### src/rtl/sum_uart_tx.sv
// -----------------------------------------------------------------------------
// sum_uart_tx
//
// Purpose
//   Takes a snapshot of two 4-bit operands when a frame is requested, adds
//   them, and sends the decimal sum over a UART TX line. Each frame holds
//   four bytes: the ASCII tens digit, the ASCII ones digit, CR (0x0D) and
//   LF (0x0A). The line format is 8N1, LSB first. A leading zero is always
//   sent, so a sum of 5 goes out as "05".
//
// Parameters
//   CLKS_PER_BIT  clk cycles per UART bit (must be >= 2)
//
// Ports
//   clk      in   1  system clock, the only clock domain
//   reset    in   1  synchronous, active-high reset
//   start    in   1  level input; each rising edge requests one frame
//   q_a      in   4  operand A, unsigned
//   q_b      in   4  operand B, unsigned
//   tx       out  1  UART serial output, idles high
//   busy     out  1  high while a frame is in progress
//   done     out  1  one-cycle pulse on the first idle cycle after a frame
//   sum_out  out  5  sum captured when the frame was accepted
// -----------------------------------------------------------------------------
`timescale 1ns/1ps

module sum_uart_tx #(
    parameter int CLKS_PER_BIT = 87
) (
    input  logic       clk,
    input  logic       reset,
    input  logic       start,
    input  logic [3:0] q_a,
    input  logic [3:0] q_b,
    output logic       tx,
    output logic       busy,
    output logic       done,
    output logic [4:0] sum_out
);

    localparam int BW = (CLKS_PER_BIT > 1) ? $clog2(CLKS_PER_BIT) : 1;
    localparam logic [BW-1:0] BAUD_LAST = BW'(CLKS_PER_BIT - 1);

    typedef enum logic [1:0] {
        IDLE  = 2'd0,
        START = 2'd1,
        DATA  = 2'd2,
        STOP  = 2'd3
    } state_t;

    state_t        state;
    state_t        state_next;
    logic [BW-1:0] baud_cnt;
    logic [BW-1:0] baud_next;
    logic [2:0]    bit_idx;
    logic [2:0]    bit_next;
    logic [1:0]    byte_idx;
    logic [1:0]    byte_next;
    logic          start_q;
    logic          req;
    logic          baud_last;
    logic          tx_next;
    logic          busy_next;
    logic          done_next;
    logic [4:0]    sum_next;
    logic [1:0]    tens;
    logic [3:0]    ones;
    logic [7:0]    cur_byte;

    // Only a 0->1 transition of start counts as a request. A start held
    // high therefore launches a single frame.
    assign req       = start & ~start_q;
    assign baud_last = (baud_cnt == BAUD_LAST);

    // The sum never exceeds 30, so the tens digit is found with three
    // compares instead of a divider. The remainder always fits in 4 bits.
    always_comb begin
        tens = 2'd0;
        ones = sum_out[3:0];
        if (sum_out >= 5'd30) begin
            tens = 2'd3;
            ones = 4'(sum_out - 5'd30);
        end else if (sum_out >= 5'd20) begin
            tens = 2'd2;
            ones = 4'(sum_out - 5'd20);
        end else if (sum_out >= 5'd10) begin
            tens = 2'd1;
            ones = 4'(sum_out - 5'd10);
        end
    end

    // The byte to send is selected by the byte index of the coming cycle.
    // tx is registered, so its value must match the state that is about to
    // be entered. Both digits are below 10, so ORing them into 0x30 gives
    // their ASCII codes.
    always_comb begin
        case (byte_next)
            2'd0:    cur_byte = {4'h3, 2'b00, tens};
            2'd1:    cur_byte = {4'h3, ones};
            2'd2:    cur_byte = 8'h0D;
            default: cur_byte = 8'h0A;
        endcase
    end

    // Next-state logic. The baud counter restarts at 0 on every bit
    // boundary, so each bit lasts exactly CLKS_PER_BIT cycles. After the
    // last stop bit the FSM returns to IDLE and raises done. Because done
    // is registered, it goes high in the same cycle that the FSM is back in
    // IDLE. A new request in that cycle is accepted.
    always_comb begin
        state_next = state;
        baud_next  = baud_cnt;
        bit_next   = bit_idx;
        byte_next  = byte_idx;
        done_next  = 1'b0;
        sum_next   = sum_out;

        case (state)
            IDLE: begin
                if (req) begin
                    state_next = START;
                    baud_next  = '0;
                    bit_next   = 3'd0;
                    byte_next  = 2'd0;
                    sum_next   = {1'b0, q_a} + {1'b0, q_b};
                end
            end
            START: begin
                if (baud_last) begin
                    state_next = DATA;
                    baud_next  = '0;
                    bit_next   = 3'd0;
                end else begin
                    baud_next = baud_cnt + 1'b1;
                end
            end
            DATA: begin
                if (baud_last) begin
                    baud_next = '0;
                    if (bit_idx == 3'd7) begin
                        state_next = STOP;
                    end else begin
                        bit_next = bit_idx + 3'd1;
                    end
                end else begin
                    baud_next = baud_cnt + 1'b1;
                end
            end
            STOP: begin
                if (baud_last) begin
                    baud_next = '0;
                    if (byte_idx != 2'd3) begin
                        byte_next  = byte_idx + 2'd1;
                        state_next = START;
                    end else begin
                        state_next = IDLE;
                        done_next  = 1'b1;
                    end
                end else begin
                    baud_next = baud_cnt + 1'b1;
                end
            end
            default: begin
                state_next = IDLE;
                baud_next  = '0;
            end
        endcase

        case (state_next)
            START:   tx_next = 1'b0;
            DATA:    tx_next = cur_byte[bit_next];
            default: tx_next = 1'b1;
        endcase

        busy_next = (state_next != IDLE);
    end

    // State and output registers. Reset has priority, so a request in the
    // same cycle as reset is dropped. A reset in the middle of a frame ends
    // the frame without a done pulse.
    always_ff @(posedge clk) begin
        if (reset) begin
            state    <= IDLE;
            baud_cnt <= '0;
            bit_idx  <= 3'd0;
            byte_idx <= 2'd0;
            start_q  <= 1'b0;
            tx       <= 1'b1;
            busy     <= 1'b0;
            done     <= 1'b0;
            sum_out  <= 5'd0;
        end else begin
            state    <= state_next;
            baud_cnt <= baud_next;
            bit_idx  <= bit_next;
            byte_idx <= byte_next;
            start_q  <= start;
            tx       <= tx_next;
            busy     <= busy_next;
            done     <= done_next;
            sum_out  <= sum_next;
        end
    end

endmodule

### config.mk
export PLATFORM = sky130hd
export DESIGN_NAME = sum_uart_tx
export DESIGN_NICKNAME = d
export VERILOG_FILES = /design/src/rtl/sum_uart_tx.sv
export SDC_FILE = /design/constraint.sdc
export NUM_CORES = 1
export LEC_CHECK = 0
export BUFFER_PORTS_ARGS = -buffer_cell sky130_fd_sc_hd__buf_2
export CAP_MARGIN = 10
export CORE_ASPECT_RATIO = 0.8
export CORE_MARGIN = 10
export CORE_UTILIZATION = 38
export CTS_CLUSTER_SIZE = 14
export DETAILED_ROUTE_END_ITERATION = 16
export SLEW_MARGIN = 5
export SYNTH_ARGS = -nofsm -noshare
export SYNTH_HDL_FRONTEND = slang
export SYNTH_SLANG_ARGS = --single-unit
export TNS_END_PERCENT = 10
### constraint.sdc
create_clock -name clk -period 2.7 [get_ports clk]
set_input_delay 0.405 -clock clk [delete_from_list [all_inputs] [get_ports clk]]
set_output_delay 0.405 -clock clk [all_outputs]
set_load 0.02 [all_outputs]
Word-level counts from Yosys, hierarchy flattened
Cells that the tools add are included.
- flip-flop bits (word level): 23
- latch bits: 0
- bits in writable memories: 0
- memory bits (read-only): 0
- input bits: 11
- output and inout bits: 8
- word-level logic and storage cells: 71
- memories: 0
- add/sub/neg operators: 7
- $mul: 0
- divide/modulo/power cells: 0
- $lt $le $gt $ge: 4
- eq/ne operators: 11
- shift operators: 0
- multiplexer cells: 30
- bitwise operators: 4
- reductions and logical operators: 6
- operators with widths (cell ; number):
    two-way mux 2 bit ; 10
    one-hot mux 6 bit (3 select lines) ; 1
    two-way mux 7 bit ; 2
    one-hot mux 7 bit (2 select lines) ; 1
    two-way mux 3 bit ; 4
    two-way mux 4 bit ; 3
    greater-or-equal comparator 5 bit, second input constant ; 2
    one-hot mux 3 bit (3 select lines) ; 1
    == test 2 bit, second input constant ; 4
    one-hot mux 2 bit (4 select lines) ; 1
    subtractor 4 bit, second input constant ; 2
    adder 7 x 1 -> 7 bit, second input constant ; 1
    == test 7 bit, second input constant ; 1
    == test 2 x 1 -> 1 bit, second input constant ; 3
    OR reduction 3 bit ; 2
    adder 4 x 4 -> 5 bit ; 1
    greater-or-equal comparator 5 x 4 -> 1 bit, second input constant ; 1
    logical NOT 2 bit ; 2
    less-than comparator 3 x 4 -> 1 bit, second input constant ; 1
    two-way mux 1 bit ; 4
    inequality test 2 bit, second input constant ; 2
    one-hot mux 2 bit (2 select lines) ; 1
    subtractor 4 x 3 -> 4 bit, second input constant ; 1
    adder 3 x 1 -> 3 bit, second input constant ; 1
    other kinds (8) ; 10

Longest topological paths before layout
Gate-level depths: netlist of run 1.
- depth in word-level cells: 9
- mapped depth: 11
- depth with buffers taken out: 9

Least setup slack after synthesis of run 1
No wires, ideal clock.
- path type: register to register
- start point: register sum_out[2]
- end point: register tx
- library setup time: 124 ps
- arrival: 2243 ps
- data required time: 2576 ps
- path slack: 333 ps
- cell stages (with the launch flop): 10
- path buffers: 0
- clock period less this slack: 2367 ps
- cells stage by stage: dfxtp_1 inv_1 ha_1 nor2b_1 o21ai_1 o211ai_1 xnor2_1 o311a_1 o211a_1 a2111o_1
- word-level cells in the longest chain between the ends: 8
- elaborated cells between the ends (all ways): 16
- classes of those cells: add/sub (3); order compare (3); mux (10)
- ends and longest elaborated chain (what ; RTL line ; RTL):
    start, declared ; 38 ; output logic [4:0] sum_out
    start signal, assigned ; 201 ; sum_out <= sum_next;
    subtractor 4 bit / greater-or-equal comparator 5 x 4 -> 1 bit (equally long branches) ; 88, 86 ;
    two-way mux 4 bit / two-way mux 1 bit (equally long branches) ; 86 ; end else if (sum_out >= 5'd10) begin
    two-way mux 4 bit / two-way mux 2 bit (equally long branches) ; 83 ; end else if (sum_out >= 5'd20) begin
    two-way mux 4 bit / two-way mux 2 bit (equally long branches) ; 80 ; if (sum_out >= 5'd30) begin
    one-hot mux 6 bit (3 select lines) (*) ; 97 ; case (byte_next)
    binary-select mux 1 bit (select 3 bit) (*) ; 171 ; DATA: tx_next = cur_byte[bit_next];
    two-way mux 1 bit (implied by the code) (*) ; 171 ;
    one-hot mux 1 bit (2 select lines) (*) ; 169 ; case (state_next)
    end signal, assigned ; 198 ; tx <= tx_next;
    end, declared ; 35 ; output logic tx,
Every way passes the cells marked *; elsewhere a longest branch is shown, timed or not. The select of a mux whose other input is x is not followed.
A chain may end at the register's enable or synchronous reset.

Worst setup path after layout of run 1
- start point: register state[0]
- end point: register tx
- word-level cells in the longest chain between the ends: 7
- elaborated cells between the ends (all ways): 21
- classes of those cells: eq/ne (7); mux (12); reduce/logical (2)
- ends and longest elaborated chain (what ; RTL line ; RTL):
    start, declared ; 51 ; state_t state;
    start signal, assigned ; 193 ; state <= state_next;
    == test 2 bit / logical NOT 2 bit (equally long branches) ; 118 ; case (state)
    one-hot mux 2 bit (2 select lines) ; 118 ;
    == test 2 bit (tied with other cells) ; 97 ;
    one-hot mux 6 bit (3 select lines) ; 97 ;
    binary-select mux 1 bit (select 3 bit) ; 171 ;
    two-way mux 1 bit (implied by the code) ; 171 ;
    one-hot mux 1 bit (2 select lines) (*) ; 169 ;
Marked as above.

==> results by stage, run 1 <==
Timing:
- Between clock sinks in the finished design, the worst skew comes to 0.001835 ns.
- The clock period minus final worst setup slack is 2.504 ns.
- After routing, the total negative slack on setup checks comes to 0 ns.
- The number of pins with negative max-slew slack in the final report is 0.
- The number of failing hold endpoints at the final stage came to 0.
- The highest clock rate is 399.4 MHz.
- For the pin with the worst max-slew slack, the measured transition is 0.4418 ns.
- The post-route clock period utilization is 92.73%.
- Setup violations remaining at the end of the flow were counted as 0.
- Setup repair after global routing left no endpoint under its margin.
- Measured against its own limit, the worst slew margin works out to 70.55%.
- Final hold analysis gives a worst-case slack of 0.3636 ns.

Critical path:
- By startpoint and endpoint, the worst setup path is classified as reg2reg.
- The signal on the critical path passes through inv_1 -> ha_1 -> nand2b_1 -> nor3_2 -> o32ai_4 -> o311a_1 -> o211a_1 -> a2111o_1.
- The capturing element type of the critical path is a register.
- The category of the worst setup path launch point is a register.
- The cell type of the slowest stage on the worst timing path is dfxtp_1.
- For the worst setup path, the data arrival time is 2.67 ns.
- Of all nets on the critical path, the largest fanout is 7.
- Data on the critical path is required at its endpoint by 2.87 ns.
- The setup slack of the most critical reg-to-reg path is 0.20 ns.
- The biggest cell delay along the critical path is 0.42 ns.

Place:
- The number of buffers added on ports is 18.
- At the end of routability-driven placement, the weighted congestion stood at 0.8383.
- The placed wire-length estimate after detailed placement is 2947 µm.

Worst hold path:
- The worst hold path class is in2reg.

Logic synthesis:
- The most frequently used flop master after synthesis is dfxtp_1.
- In this run, synthesis inferred 0 flip-flops with an integrated enable.
- The gate count of the mapped netlist is 205.
- The per-instance average area after synthesis is 8.032 µm².
- Synthesis inferred 23 register bits.
- For this run, the register share of the synthesized area comes to 27.96%.
- The biggest area contributor in the post-synthesis netlist is dfxtp_1.
- For this run, the number of Yosys warnings is 0.
- After synthesis, the cell types taking the most area are dfxtp_1 28%, ha_1 13%, nor2_1 6.4%, a21oi_1 4.6%, nand2_1 3.9%.
- The area share of the leading cell type in the synthesized netlist is 27.96%.
- The number of nets in the synthesized netlist is 234.
- The mapped netlist covers 1647 µm².
- In the synthesized netlist the async set-or-reset flop fraction comes to 0%.
- Yosys mapped the design onto 50 distinct sky130hd cell types.

GRT:
- The initial antenna violation count is 0.
- In the global route stage, overall resource usage came out at 10.84%.
- The overflow left after global routing is 0.
- The via count of the first global-routing pass is 1383.
- The pin count of the biggest net entering global routing is 24.
- The first global-routing pass estimated 6665 µm of wire.

Floorplanning:
- The initial utilization of the core area, before any placement, comes to 39.41%.
- The top-level port count is 19.
- Measured along the y axis, the die boundary spans 78.88 µm.
- The die width is 93.60 µm.
- The floorplan has 21 rows.
- The area of the die is 7382 µm².
- In this run the standard cell core region covers 4178 µm².

Outcome:
- The flow ran to the end, and the final reports show no timing, DRC or antenna violations.

Clock network:
- In this run, post-CTS repair resized a total of 0 instances.
- The clock slew at the register clock pins of the worst setup and hold paths is 0.09 ns.
- The number of hold buffers added after CTS is 0.
- The tree built by TritonCTS fans out to 23 sinks.
- After clock tree synthesis, the setup repair step added 0 buffers.
- The clock root buffer is clkbuf_8.
- Clock tree synthesis inserted a total of 3 buffers.
- At the later pin of the worst-skew pair, clock insertion delay measures 0.28 ns.
- TritonCTS built the clock tree.
- No sink is reached through more buffers than the 2 on the longest clock path.
- CTS built an H-tree with a depth of 1.

Job:
- The number of maximum-capacitance violations is 0.

Drt:
- The sum of routed wire segments on met1 is 2025 µm.
- Using the TritonRoute via totals, the vias-per-cell ratio works out to 5.245.
- In this run the top signal layer used is met4.
- The number of detailed-routing iterations run before antenna repair is 4.
- The total length of routed met2 wires is 1483 µm.
- After detailed routing, the average wire length per cell comes to 13.29 µm.
- The detailed router placed 1479 vias in this run.
- The post-route DRC violation count is 0.
- Detailed routing placed a total of 169 µm of wire on met3.
- The count of nets left with antenna violations once routing finished came out at 0.
- The routed design has 3749 µm of wire.
- The violation count after the first detailed-route iteration is 83.

Power:
- The largest vdd supply drop is 0.1588 mV.
- The leakage power figure is 0.7933 nW.
- The power density of the placed cells is 418.5 nW/µm².

Layout:
- The final antenna diode count is 0.
- The area growth from synthesis to layout is 13.15%.
- The layout net count is 255.
- The proportion of layout cells with a drive suffix above 1 is 15.11%.
==> cell usage after synthesis, types with 2 or more instances <==
cell and instances:
a211oi_1 2, a21oi_1 15, a2bb2oi_1 2, a311oi_1 2, a31oi_1 4, and3_1 4, clkbuf_1 5, dfxtp_1 23
ha_1 17, inv_1 14, mux2i_1 3, nand2_1 17, nand2b_1 4, nand3_1 6, nand4b_1 2, nor2_1 28
nor2b_1 8, o211ai_1 3, o21ai_0 9, o21ai_1 2, o22ai_1 2, o2bb2ai_1 2, o31ai_1 2, xnor2_1 3
==> power by group <==
part	switching [mW]	internal (mW)
sequential	0.0129	0.352
combinational	0.110	0.0745
clock	0.126	0.105
==> metal layers <==
layer | vias up | global-route usage, %
li1 | 776 | -
met1 | 665 | 15.65
met2 | 32 | 14.72
met3 | 6 | 2.350
met4 | 0 | 5.000
met5 | - | 0
==> cells in the final DEF (no fill, tap or decap), drive strengths merged, types with 4 or more instances in the layout <==
master	instances
nand2b	4
and3	4
a21oi	15
o21ai	11
nor2	28
ha	17
a31oi	4
nand2	17
inv	15
nand3	6
dfxtp	23
nor2b	8
buf	22
==> cells by family (layout without fill, tap and decap cells) <==
group,count (synthesis),count (layout),share of synthesized area (%)
adders and majority gates,18,18,14.13
AOI/OAI and AO/OA,57,57,25.00
xor gates and xnor gates,3,3,1.596
muxes,4,4,2.508
and+or+nand+nor,79,79,23.94
buffers and inverters,21,41,4.863
DFF,23,23,27.96
==> through the flow <==
step / util [%] / instances / area (µm²) / power, mW / setup slack (ns)
2_1_floorplan: - / 205 / 1647 / 0.5016 / 0.3329
6_report: 44.59 / 282 / 1863 / 0.7798 / 0.1962
3_5_place_dp: 43.43 / 278 / 1814 / 0.5567 / 0.2314
3_3_place_gp: 43.43 / 278 / 1814 / 0.5576 / 0.2628
4_1_cts: 44.59 / 282 / 1863 / 0.7887 / 0.2038
5_1_grt: 44.59 / 282 / 1863 / 0.8293 / 0.08506
==> sequential cells by signal, indices dropped and copies added, names as in the netlist <==
register / flops
byte_idx: 2
tx: 1
start_q: 1
bit_idx: 3
busy: 1
sum_out: 5
state: 2
done: 1
baud_cnt: 7
==> area by class of cell <==
class / instances / area (µm²)
clock buffer: 3 / 41.29
clock inverter: 1 / 7.507
fill: 435 / 2315
inverter: 15 / 56.30
multi-input combinational: 161 / 1106
sequential: 23 / 460.4
tap: 57 / 71.32
timing repair buffer: 22 / 120.1
==> worst paths after layout <==
path / from / endpoint / cells after the start
min reg2reg: baud_cnt[6] / baud_cnt[6] / 1
max: state[0] / tx / 8
max reg2reg: state[0] / tx / 8
min: start / start_q / 2
==> critical path, delay by kind of cell, from the launching register on <==
kind | cells | cell delay [ns]
AO/OA/AOI/OAI | 4 | 1.10
flip-flops | 1 | 0.42
adder cells (fa/ha/maj) | 1 | 0.36
AND/OR/NAND/NOR | 2 | 0.41
buffers and inverters | 1 | 0.09
No activity file was read; power rests on OpenSTA's default activity.
==> run 2: changes to the inputs <==
==> constraint.sdc (replaced) <==
create_clock -name clk -period 2.9 [get_ports clk]
set_input_delay 0.435 -clock clk [delete_from_list [all_inputs] [get_ports clk]]
set_output_delay 0.435 -clock clk [all_outputs]
set_load 0.02 [all_outputs]
==> run 2 against run 1 <==
Compared with the run above:
- total power is 9.5% lower
- sequential share of layout area is 0.46 points higher
- routed wire length is 0.19% lower
- die area stayed put
- combinational power is 14% lower
- critical path type unchanged
- critical endpoint unchanged
- first-iteration DRC count is 58% higher
==> results by stage, run 2 (synthesis gave the netlist of run 1 again) <==
Layout:
- The final instance count without filler cells came to 278 (-1.4%).
- The number of flip-flops under the largest register name is 7 (unchanged).
- The proportion of layout cells with a drive suffix above 1 was 13.12% (-2.0 points).
- The library cell used most frequently in the layout, excluding fill and tap cells, is nor2_1.
- The area growth from synthesis to layout is 11.09%.
- More flip-flops sit in one register than any other, and that register is baud_cnt.
- The final core utilization is 43.79% (-0.81 points).
- The final antenna diode count is 0 (unchanged).
- The top cell types in the final layout, fill and taps aside, are 28 x nor2_1, 23 x dfxtp_1, 18 x buf_2, 17 x nand2_1, 17 x ha_1.
- The layout net count is 251 (-1.6%).
- The largest registers in the layout are baud_cnt x7, sum_out x5, bit_idx x3.

Drt:
- The number of detailed-routing iterations run before antenna repair is 4 (unchanged).
- The total met3 wirelength after detailed routing came to 214 µm (+27%).
- The total wire length after detailed routing is 3742 µm (-0.19%).
- The post-route DRC violation count is 0 (unchanged).
- The wire length per cell after detailed routing is 13.46 µm (+1.2%).
- The total length of routed met2 wires is 1510 µm (+1.8%).
- The sum of routed wire segments on met1 is 1967 µm (-2.9%).
- The routed via count is 1509 (+2.0%).
- The number of vias per cell was 5.428 (+3.5%).
- The highest metal layer used by the detailed router is met4.
- The antenna violation net count after detailed routing is 0 (unchanged).
- The violation count after the first detailed-route iteration is 131 (+58%).

Timing:
- The number of pins with negative max-slew slack in the final report came to 0 (unchanged).
- The number of failing hold endpoints at the final stage is 0 (unchanged).
- The sum of negative setup slack is 0 ns (unchanged).
- The pin slew with the least headroom to its limit is 0.4407 ns (-0.001082 ns).
- The highest clock rate is 398.0 MHz (-0.35%).
- The clock period minus final worst setup slack is 2.512 ns (+0.008680 ns).
- The post-route clock period utilization came to 86.64% (-6.1 points).
- The total of endpoints with negative setup slack in the final report is 0 (unchanged).
- Setup repair after global routing left no endpoint under its margin.
- The remaining max-slew budget at the tightest pin is 70.62% (+0.072 points).
- The final clock skew was 0.01138 ns (+0.009542 ns).

Floorplanning:
- The area of the die is 7382 µm² (unchanged).
- The top-level port count is 19 (unchanged).
- The number of rows in the core area is 21 (unchanged).
- The starting density of the core came to 39.41% (unchanged).
- The die span in y is 78.88 µm (unchanged).
- The total core area is 4178 µm² (unchanged).
- The die width came to 93.60 µm (unchanged).

Clock network:
- The clock slew at the register clock pins of the worst setup and hold paths is 0.09 ns (about the same).
- The tree is rooted in a clkbuf_8.
- The number of hold buffers added after CTS is 0 (unchanged).
- The number of buffers on the longest clock path was 2 (unchanged).
- The post-cts repair resize count is 0 (unchanged).
- The clock sink count is 23 (unchanged).
- The clock latency on the worst-skew pair is 0.27 ns (about the same).
- The total number of H-tree levels is 1 (unchanged).
- The CTS tree is done.
- The TritonCTS buffer count is 3 (unchanged).
- The buffer count from post-CTS setup fixing is 0 (unchanged).

Power:
- The leakage power figure is 0.7738 nW (-2.5%).
- The power after layout came to 0.7060 mW (-9.5%).
- The power density of the placed cells came to 386.0 nW/µm² (-7.8%).
- The largest vdd supply drop is 0.1950 mV (+23%).

Critical path:
- The capturing element type of the critical path is a register.
- The worst setup path is of the reg2reg kind.
- The family of cells with the greatest summed delay on the critical path is compound AO/OA/AOI/OAI gates.
- The cell type of the slowest stage on the worst timing path is dfxtp_1.
- The worst-path maximum fanout was 7 (unchanged).
- The first element of the critical path is state[0].
- In this run the critical register-to-register path is launched from state[0].
- The critical path buffer and inverter count is 1 (unchanged).
- Walking the worst path, the cells encountered are inv_1 -> ha_1 -> nand2b_1 -> nor3_2 -> o32ai_4 -> o311a_1 -> o211a_1 -> a2111o_1.
- STA classifies the critical path startpoint as a register.
- The biggest cell delay along the critical path is 0.43 ns (about the same).
- The required time at the endpoint of the critical path is 3.07 ns (+0.20 ns).
- The data arrival at the endpoint of the critical path is 2.68 ns (about the same).

GRT:
- The aggregate global-route resource usage is 10.47% (-0.38 points).
- The pin count of the biggest net entering global routing is 24 (unchanged).
- The overflow left after global routing is 0 (unchanged).
- The via count of the first global-routing pass is 1378 (-0.36%).
- The wire length of the first global-routing pass is 6479 µm (-2.8%).
- The initial antenna violation count is 0 (unchanged).

Worst hold path:
- The startpoint identified for the worst hold timing path is start.
- The worst hold path belongs to the class in2reg.

Place:
- The placer congestion estimate is 0.8660 (+3.3%).
- The instance count after placement with tap cells included is 274 (-1.4%).
- The number of buffers added on ports is 18 (unchanged).
- The placed wire-length estimate after detailed placement was 2875 µm (-2.5%).

Outcome:
- The flow ran to the end, and the final reports show no timing, DRC or antenna violations.

Job:
- The number of maximum-capacitance violations was 0 (unchanged).
==> run 2: changes by cell type in the layout (fill, tap and decap cells not counted), sizes merged <==
cell      delta
buf          -4
clkbuf       +1
clkinvlp     -1
==> run 2: layout make-up <==
cell class | count | area (µm²)
fillers | 409 | 2349
repair buffers | 18 | 90.09
clock buffers | 4 | 45.04
well taps | 57 | 71.32
inverters | 15 | 56.30
flip-flops and latches | 23 | 460.4
multi-input cells | 161 | 1106
==> run 2: stage by stage <==
stage	hold WS [ns]	cell area (µm²)	setup WS (ns)
after floorplan	0.4630	1647	0.5329
after global placement	0.5041	1784	0.4581
after detailed placement	0.5005	1784	0.4406
after CTS	0.3967	1829	0.4068
after global routing	0.4359	1829	0.2778
final	0.4068	1829	0.3875
==> run 2: power breakdown <==
part           switching (mW)  internal (mW)
Combinational          0.0945         0.0631
Sequential             0.0175          0.328
Clock                   0.105         0.0983
==> run 2: path summary, 6_finish.rpt <==
kind,endpoint,slack [ns],cells past startpoint
min reg2reg,baud_cnt[6],0.52,1
max,tx,0.39,8
min,start_q,0.41,2
max reg2reg,tx,0.39,8
==> run 2: routing by layer <==
layer	vias up	track usage, %
met5	-	0
met4	0	3.788
met3	4	2.726
met2	59	15.21
met1	678	14.44
li1	768	-
